### src/rtl/conv_adder_tree.sv
// rtl/conv_adder_tree.sv - pipelined saturating adder tree reducing one kernel window to a single sum
// Define CONV_ADDER_TREE_BIAS_EN to add a per-window bias input carried alongside the products.
module conv_adder_tree #(
  parameter int DATA_WIDTH  = 16,
  parameter int FRAC_BIT    = 8,
  parameter int KERNEL_SIZE = 5
) (
  input  logic                                          clk,
  input  logic                                          rst_n,
  input  logic [KERNEL_SIZE*KERNEL_SIZE*DATA_WIDTH-1:0] products,
  input  logic                                          in_valid,
  output logic                                          in_ready,
  output logic [DATA_WIDTH-1:0]                         sum_out,
  output logic                                          out_valid,
  input  logic                                          out_ready,
  output logic                                          sat_flag,
  output logic                                          sat_sticky,
  output logic [31:0]                                   window_count
`ifdef CONV_ADDER_TREE_BIAS_EN
  ,
  input  logic [DATA_WIDTH-1:0]                         bias
`endif
);

  // Integer and fraction bits together form the word; the binary point never moves here.
  localparam int INT_BITS = DATA_WIDTH - FRAC_BIT;
  localparam int DW       = INT_BITS + FRAC_BIT;
  localparam int N        = KERNEL_SIZE * KERNEL_SIZE;
  localparam int LEVELS   = $clog2(N);
  localparam int LEAVES   = 1 << LEVELS;
`ifdef CONV_ADDER_TREE_BIAS_EN
  localparam int SUM_WIDTH = DW + LEVELS + 1;
`else
  localparam int SUM_WIDTH = DW + LEVELS;
`endif

  localparam logic signed [SUM_WIDTH-1:0] SAT_MAX = {{(SUM_WIDTH-DW+1){1'b0}}, {(DW-1){1'b1}}};
  localparam logic signed [SUM_WIDTH-1:0] SAT_MIN = ~SAT_MAX;

  logic                        advance;
  logic signed [SUM_WIDTH-1:0] leaf [LEAVES];
  logic signed [SUM_WIDTH-1:0] node [1:LEAVES-1];
  logic [LEVELS:1]             vld;
  logic signed [SUM_WIDTH-1:0] total;
  logic [DW-1:0]               sat_val;
  logic                        sat_hit;

  // The whole pipe freezes while the output beat is held; no bubble is squeezed out.
  assign advance  = !(out_valid && !out_ready);
  assign in_ready = advance;

  for (genvar i = 0; i < LEAVES; i++) begin : g_leaf
    if (i < N) begin : g_tap
      assign leaf[i] = SUM_WIDTH'($signed(products[i*DW +: DW]));
    end else begin : g_pad
      assign leaf[i] = '0;
    end
  end

  // Heap-ordered tree: node j sums children 2j and 2j+1; indices >= LEAVES map onto the leaves.
  for (genvar j = 1; j < LEAVES; j++) begin : g_node
    logic signed [SUM_WIDTH-1:0] lhs;
    logic signed [SUM_WIDTH-1:0] rhs;
    if (2*j >= LEAVES) begin : g_from_leaf
      assign lhs = leaf[2*j - LEAVES];
      assign rhs = leaf[2*j + 1 - LEAVES];
    end else begin : g_from_node
      assign lhs = node[2*j];
      assign rhs = node[2*j + 1];
    end
    always_ff @(posedge clk or negedge rst_n) begin
      if (!rst_n) begin
        node[j] <= '0;
      end else if (advance) begin
        node[j] <= lhs + rhs;
      end
    end
  end

  always_ff @(posedge clk or negedge rst_n) begin
    if (!rst_n) begin
      vld <= '0;
    end else if (advance) begin
      vld[1] <= in_valid;
      for (int k = 2; k <= LEVELS; k++) begin
        vld[k] <= vld[k-1];
      end
    end
  end

`ifdef CONV_ADDER_TREE_BIAS_EN
  logic [DW-1:0] bias_q [1:LEVELS];

  always_ff @(posedge clk or negedge rst_n) begin
    if (!rst_n) begin
      for (int k = 1; k <= LEVELS; k++) begin
        bias_q[k] <= '0;
      end
    end else if (advance) begin
      bias_q[1] <= bias;
      for (int k = 2; k <= LEVELS; k++) begin
        bias_q[k] <= bias_q[k-1];
      end
    end
  end
`endif

  always_comb begin
    total = node[1];
`ifdef CONV_ADDER_TREE_BIAS_EN
    total = node[1] + SUM_WIDTH'($signed(bias_q[LEVELS]));
`endif
    sat_val = total[DW-1:0];
    sat_hit = 1'b0;
    if (total > SAT_MAX) begin
      sat_val = {1'b0, {(DW-1){1'b1}}};
      sat_hit = 1'b1;
    end else if (total < SAT_MIN) begin
      sat_val = {1'b1, {(DW-1){1'b0}}};
      sat_hit = 1'b1;
    end
  end

  always_ff @(posedge clk or negedge rst_n) begin
    if (!rst_n) begin
      out_valid    <= 1'b0;
      sum_out      <= '0;
      sat_flag     <= 1'b0;
      sat_sticky   <= 1'b0;
      window_count <= '0;
    end else begin
      if (advance) begin
        out_valid <= vld[LEVELS];
        sum_out   <= sat_val;
        sat_flag  <= sat_hit;
      end
      if (out_valid && out_ready) begin
        window_count <= window_count + 32'd1;
        if (sat_flag) begin
          sat_sticky <= 1'b1;
        end
      end
    end
  end

endmodule

### config.mk
export PLATFORM = sky130hd
export DESIGN_NAME = conv_adder_tree
export DESIGN_NICKNAME = d
export VERILOG_FILES = /design/src/rtl/conv_adder_tree.sv
export SDC_FILE = /design/constraint.sdc
export NUM_CORES = 2
export LEC_CHECK = 0
export CAP_MARGIN = 10
export CORE_ASPECT_RATIO = 0.8
export CORE_MARGIN = 2
export CORE_UTILIZATION = 45
export DETAILED_ROUTE_END_ITERATION = 7
export GPL_TIMING_DRIVEN = 0
export PLACE_DENSITY = 0.68
export SLEW_MARGIN = 0
export SYNTH_ARGS = -nofsm -noshare
export SYNTH_HDL_FRONTEND = slang
export SYNTH_SLANG_ARGS = --single-unit
### constraint.sdc
create_clock -name clk -period 2.6 [get_ports clk]
set_input_delay 0.26 -clock clk [delete_from_list [all_inputs] [get_ports clk]]
set_output_delay 0.26 -clock clk [all_outputs]
set_load 0.05 [all_outputs]
After elaboration in Yosys (flattened, before gate mapping). Index checks and enable logic that the tools add are counted.

Bits in registers: 608. Input bits: 404. Output and inout port bits: 52. Word-level logic and storage cells: 69.

Add/sub/neg operators: 25. Order comparisons: 2. Multiplexer cells: 4. Reduce and logical (&&, ||, !) cells: 5.

Operator list (count): $add 21x21->21 (11); $add 16x16->17 (12); $add 32x1->32 const B (1); $mux 16 (2); $add 21x16->21 (1); $gt 21x16->1 const B (1); $lt 21x16->1 const B (1); $logic_and 1x1->1 (2); $logic_not 1->1 (2); $mux 1 (2); $reduce_and 2->1 (1).

Logic depth before layout (Yosys ltp).
Depth in word-level cells: 3. Mapped depth: 10. Gate-level depth less buffers: 10.

Worst setup path before layout. No wires, ideal clock.

Path type: register to register. Start: register node, in the netlist g_node[3].lhs[0]. End: register node, in the netlist g_node[1].rhs[18]. Setup time: 137 ps. Data arrival time: 2435 ps. Data required time: 2463 ps. Slack: 28 ps. Stages on the path, launching flop included: 11. Path buffers: 0. Clock period less this slack: 2572 ps. Cell sequence: dfrtp_1 > ha_1 > fa_1 > a21o_1 > a21oi_1 > o21ai_1 > a41o_1 > a41o_1 > a31oi_1 > xor2_1 > a21oi_1.

Word-level cells in the longest chain between the ends: 1.

RTL lines: start: declaration (line 42) `logic signed [SUM_WIDTH-1:0] node [1:LEAVES-1];`; start signal: indexed assignment (line 75) `node[j] <= lhs + rhs;`; $add 21x16->21 (line 75).

Every way passes these cells. A chain may end at the register's enable or synchronous reset.

Worst setup path in the final report.
Start: register node, in the netlist g_node[2].rhs[2]. End: register node, in the netlist g_node[1].lhs[20].

Word-level cells in the longest chain between the ends: 1.

RTL lines (line): $add 21x21->21 (75).

Every way passes these cells.

==> summary.txt <==
Outcome
  – Status: finished, violations left
  – Failing checks: setup timing

Pwr
  – Max VDD drop: 787 uV
  – Pwr dens: 1370 mW/mm^2
  – Lkg Pwr: 0.0215 uW

CTS
  – Sink Count: 560
  – Root Buffer: clkbuf_16
  – CTS tree: built
  – Worst skew pair latency: 640 ps
  – H-tree depth: 2
  – CTS Buf Count: 61
  – Deepest clock path buffer count: 3
  – Clk pin slew, worst setup/hold paths: 60 ps

Routing
  – Drc violations: 0
  – Vias: 34246
  – Number of vias per cell: 5.65
  – Antenna Nets Post-Route: 0
  – Initial DRC count: 2687
  – Routed len/inst: 19.8 um
  – Drt pass-1 iters: 5
  – Total Wirelength: 120 mm

Place
  – HPWL after detailed placement: 92.1 mm
  – Placed cells: 5888
  – Routability congestion estimate from global placement: 0.935
  – Port bufs: 455
  – Dpl ws: -2060 ps

Worst setup path
  – Worst setup startpoint: g_node[2].rhs[2]
  – Startpoint Class: register
  – Reg2Reg Setup Slack: -30 ps
  – R2R cell count: 9
  – CP Capture Type: register
  – Worst EP required: 3090 ps
  – Worst flop-to-flop path startpoint: g_node[2].rhs[2]
  – Max FO, Critical Path: 4
  – Worst Path Arrival: 3120 ps
  – Reg2Reg Capture Point: g_node[1].lhs[20]
  – CP Class: reg -> reg

Hold path
  – Hold_sp: products[397]
  – Hold Crit Class: in -> reg
  – Worst Hold Path EP: g_node[14].lhs[13]
  – Hold depth: 3

Layout
  – Nets: 5743
  – Synth-to-Final Area Change: 25.4%
  – Layout cells sized above 1: 0.0806
  – Non-Filler Instances: 6065

Floorplanning
  – Die area: 0.0872 sq mm
  – Io pins: 456
  – Chip Width: 330 um
  – Area of the core: 0.0840 sq mm
  – Initial core utilization: 0.454
  – Die height: 265 um
  – # rows: 95

STA
  – Final Hold Fails: 0
  – RSZ-0062 raised after global routing: true
  – Number of max-slew violations in the final report: 0
  – Max-slew headroom: 0.215
  – Min Tclk post-route: 2630 ps
  – Worst Tran Pin Value: 1180 ps
  – Worst setup margin: -35.0 ps
  – Final setup violation count: 13
  – Clock skew: 22.1 ps
  – Part of the cycle the worst path needs: 1.01
  – Fmax: 0.380 GHz

Logic synthesis
  – Library cells used by synthesis: 87
  – Post-synth EDFFs: 0
  – Synth warn: 0
  – Predominant post-synthesis flop cell: dfrtp_1
  – Post-synth ARST share: 1.00
  – Syn_nets: 5150
  – Post-Syn Instances: 4307
  – Mapped Area: 0.0382 sq mm
  – Seq/Total Area, Yosys: 0.367
  – Yosys reg bits: 560
  – Syn_area_per_cell: 8.86 sq um

GRT
  – Vias in the first global route: 32487
  – Antenna violations before repair: 10
  – GR Overflow Total: 0
  – Largest net degree at the start of global routing: 116
  – Global-route wire length before repair: 185 mm
  – GRT Total Usage: 0.269

Job
  – Max-cap viol count: 0
final cells by class:
cell class / count / area, sq um
clock buffer: 88 / 1770
sequential: 560 / 14000
inverter: 123 / 464
multi-input combinational: 3495 / 24000
antenna: 2 / 5.00
fill: 7619 / 36200
buffer: 127 / 591
timing repair buffer: 532 / 5300
tap: 1115 / 1400
clock inverter: 23 / 290
cell usage in the layout (no fill, tap or decap), types with 15 or more instances in the layout:
cell type and instances:
nand2_1 614, dfrtp_1 559, a21oi_1 468, clkdlybuf4s50_1 453, ha_1 396, nor2_1 374
xnor2_1 185, xor2_1 170, a21o_1 159, o21ai_1 153, inv_1 121, o21ai_0 118
clkbuf_1 89, nand3_1 73, nor3_1 71, o21bai_1 68, buf_4 66, clkbuf_16 62
o21a_1 43, nand4_1 34, o211ai_1 33, a21oi_2 32, a31oi_1 31, o31ai_1 29
nor2b_1 28, clkbuf_2 28, a211oi_1 27, and3_1 25, nand2b_1 21, or3_1 17
and2_1 15
layer usage:
layer  global-route usage  vias up  wire length, um
met5                    0        -               29
met3               0.0474      131             8810
met2                0.403      975            51600
li1                     -    16568                -
met4               0.0607        4             2410
met1                0.403    16568            57400
stage by stage:
| stage | hold WS, ps | total power, uW | setup TNS, ps | utilization | area (sq um) |
|---|---|---|---|---|---|
| 2_1_floorplan | -35.6 | 41300 | 0 | - | 38200 |
| 3_3_place_gp | 437 | 51500 | - | 0.525 | 44100 |
| 3_5_place_dp | 333 | 52200 | -612630 | 0.528 | 44400 |
| 4_1_cts | 128 | 63200 | -802 | 0.560 | 47100 |
| 5_1_grt | 161 | 70400 | -1630 | 0.570 | 47900 |
| 6_report | 159 | 65600 | -162 | 0.570 | 47900 |
what timing repair did:
item,CTS,global route
buffers inserted,28,38
hold endpoints to repair,86,0
endpoints found under the setup margin,527,182
gates resized for setup,117,122
hold buffers,1,0
pin swaps,49,86
where the power goes:
group          leakage (uW)  switching [uW]  internal, uW  total [uW]
logic                0.0139           23500         17100       40600
clock network       0.00101            3770          5290        9060
registers           0.00663            3090         12900       16000
worst max-delay path by stage:
stage	to	slack, ps	cells after the start
finish	g_node[1].lhs[20]	-30	9
global route	total[18]	-140	10
global placement	g_node[12].lhs[7]	-24230	1
detailed placement	g_node[11].rhs[1]	-2060	8
CTS	in_ready	-170	7
floorplan	g_node[1].rhs[18]	30	10
kinds of logic after synthesis:
kind of cell / share of synthesized area
AND/OR/NAND/NOR: 0.154
buffers and inverters: 0.0248
flip-flops: 0.367
AO/OA/AOI/OAI: 0.220
XOR/XNOR: 0.0833
adder cells (fa/ha/maj): 0.149
multiplexers: 0.00233
state kept, by name, indices dropped and copies added (netlist names):
| signal | cells |
|---|---|
| g_node.lhs | 260 |
| g_node.rhs | 223 |
| window_count | 32 |
| total | 21 |
| sum_out | 16 |
| vld | 5 |
| out_valid | 1 |
| sat_flag | 1 |
| sat_sticky | 1 |
critical path: stages (launching register included):
cell	delay, ps
dfrtp_1	490
ha_4	340
a21o_1	180
a221oi_4	100
a2111oi_4	480
o221ai_4	170
o31ai_2	290
a21oi_2	120
xnor2_2	220
o21ai_1	90
synthesized netlist by cell type (12+ instances only):
cell | number | area [sq um]
a2111oi_0 | 12 | 105
a211oi_1 | 31 | 233
a21boi_1 | 13 | 97.6
a21o_1 | 159 | 1190
a21oi_1 | 497 | 2490
a31oi_1 | 41 | 257
and2_1 | 15 | 93.8
and3_1 | 25 | 156
buf_1 | 14 | 52.6
clkbuf_1 | 113 | 424
dfrtp_1 | 560 | 14000
fa_1 | 24 | 480
ha_1 | 415 | 5190
inv_1 | 121 | 454
nand2_1 | 614 | 2300
nand2b_1 | 21 | 131
nand3_1 | 73 | 365
nand4_1 | 34 | 213
nor2_1 | 376 | 1410
nor2b_1 | 29 | 181
nor3_1 | 75 | 375
nor3b_1 | 13 | 97.6
o211ai_1 | 33 | 248
o21a_1 | 43 | 323
o21ai_0 | 119 | 596
o21ai_1 | 156 | 781
o21bai_1 | 70 | 526
o31ai_1 | 33 | 248
or3_1 | 19 | 119
xnor2_1 | 192 | 1680
xor2_1 | 171 | 1500
Note: power is estimated with default switching activity, not from simulation.
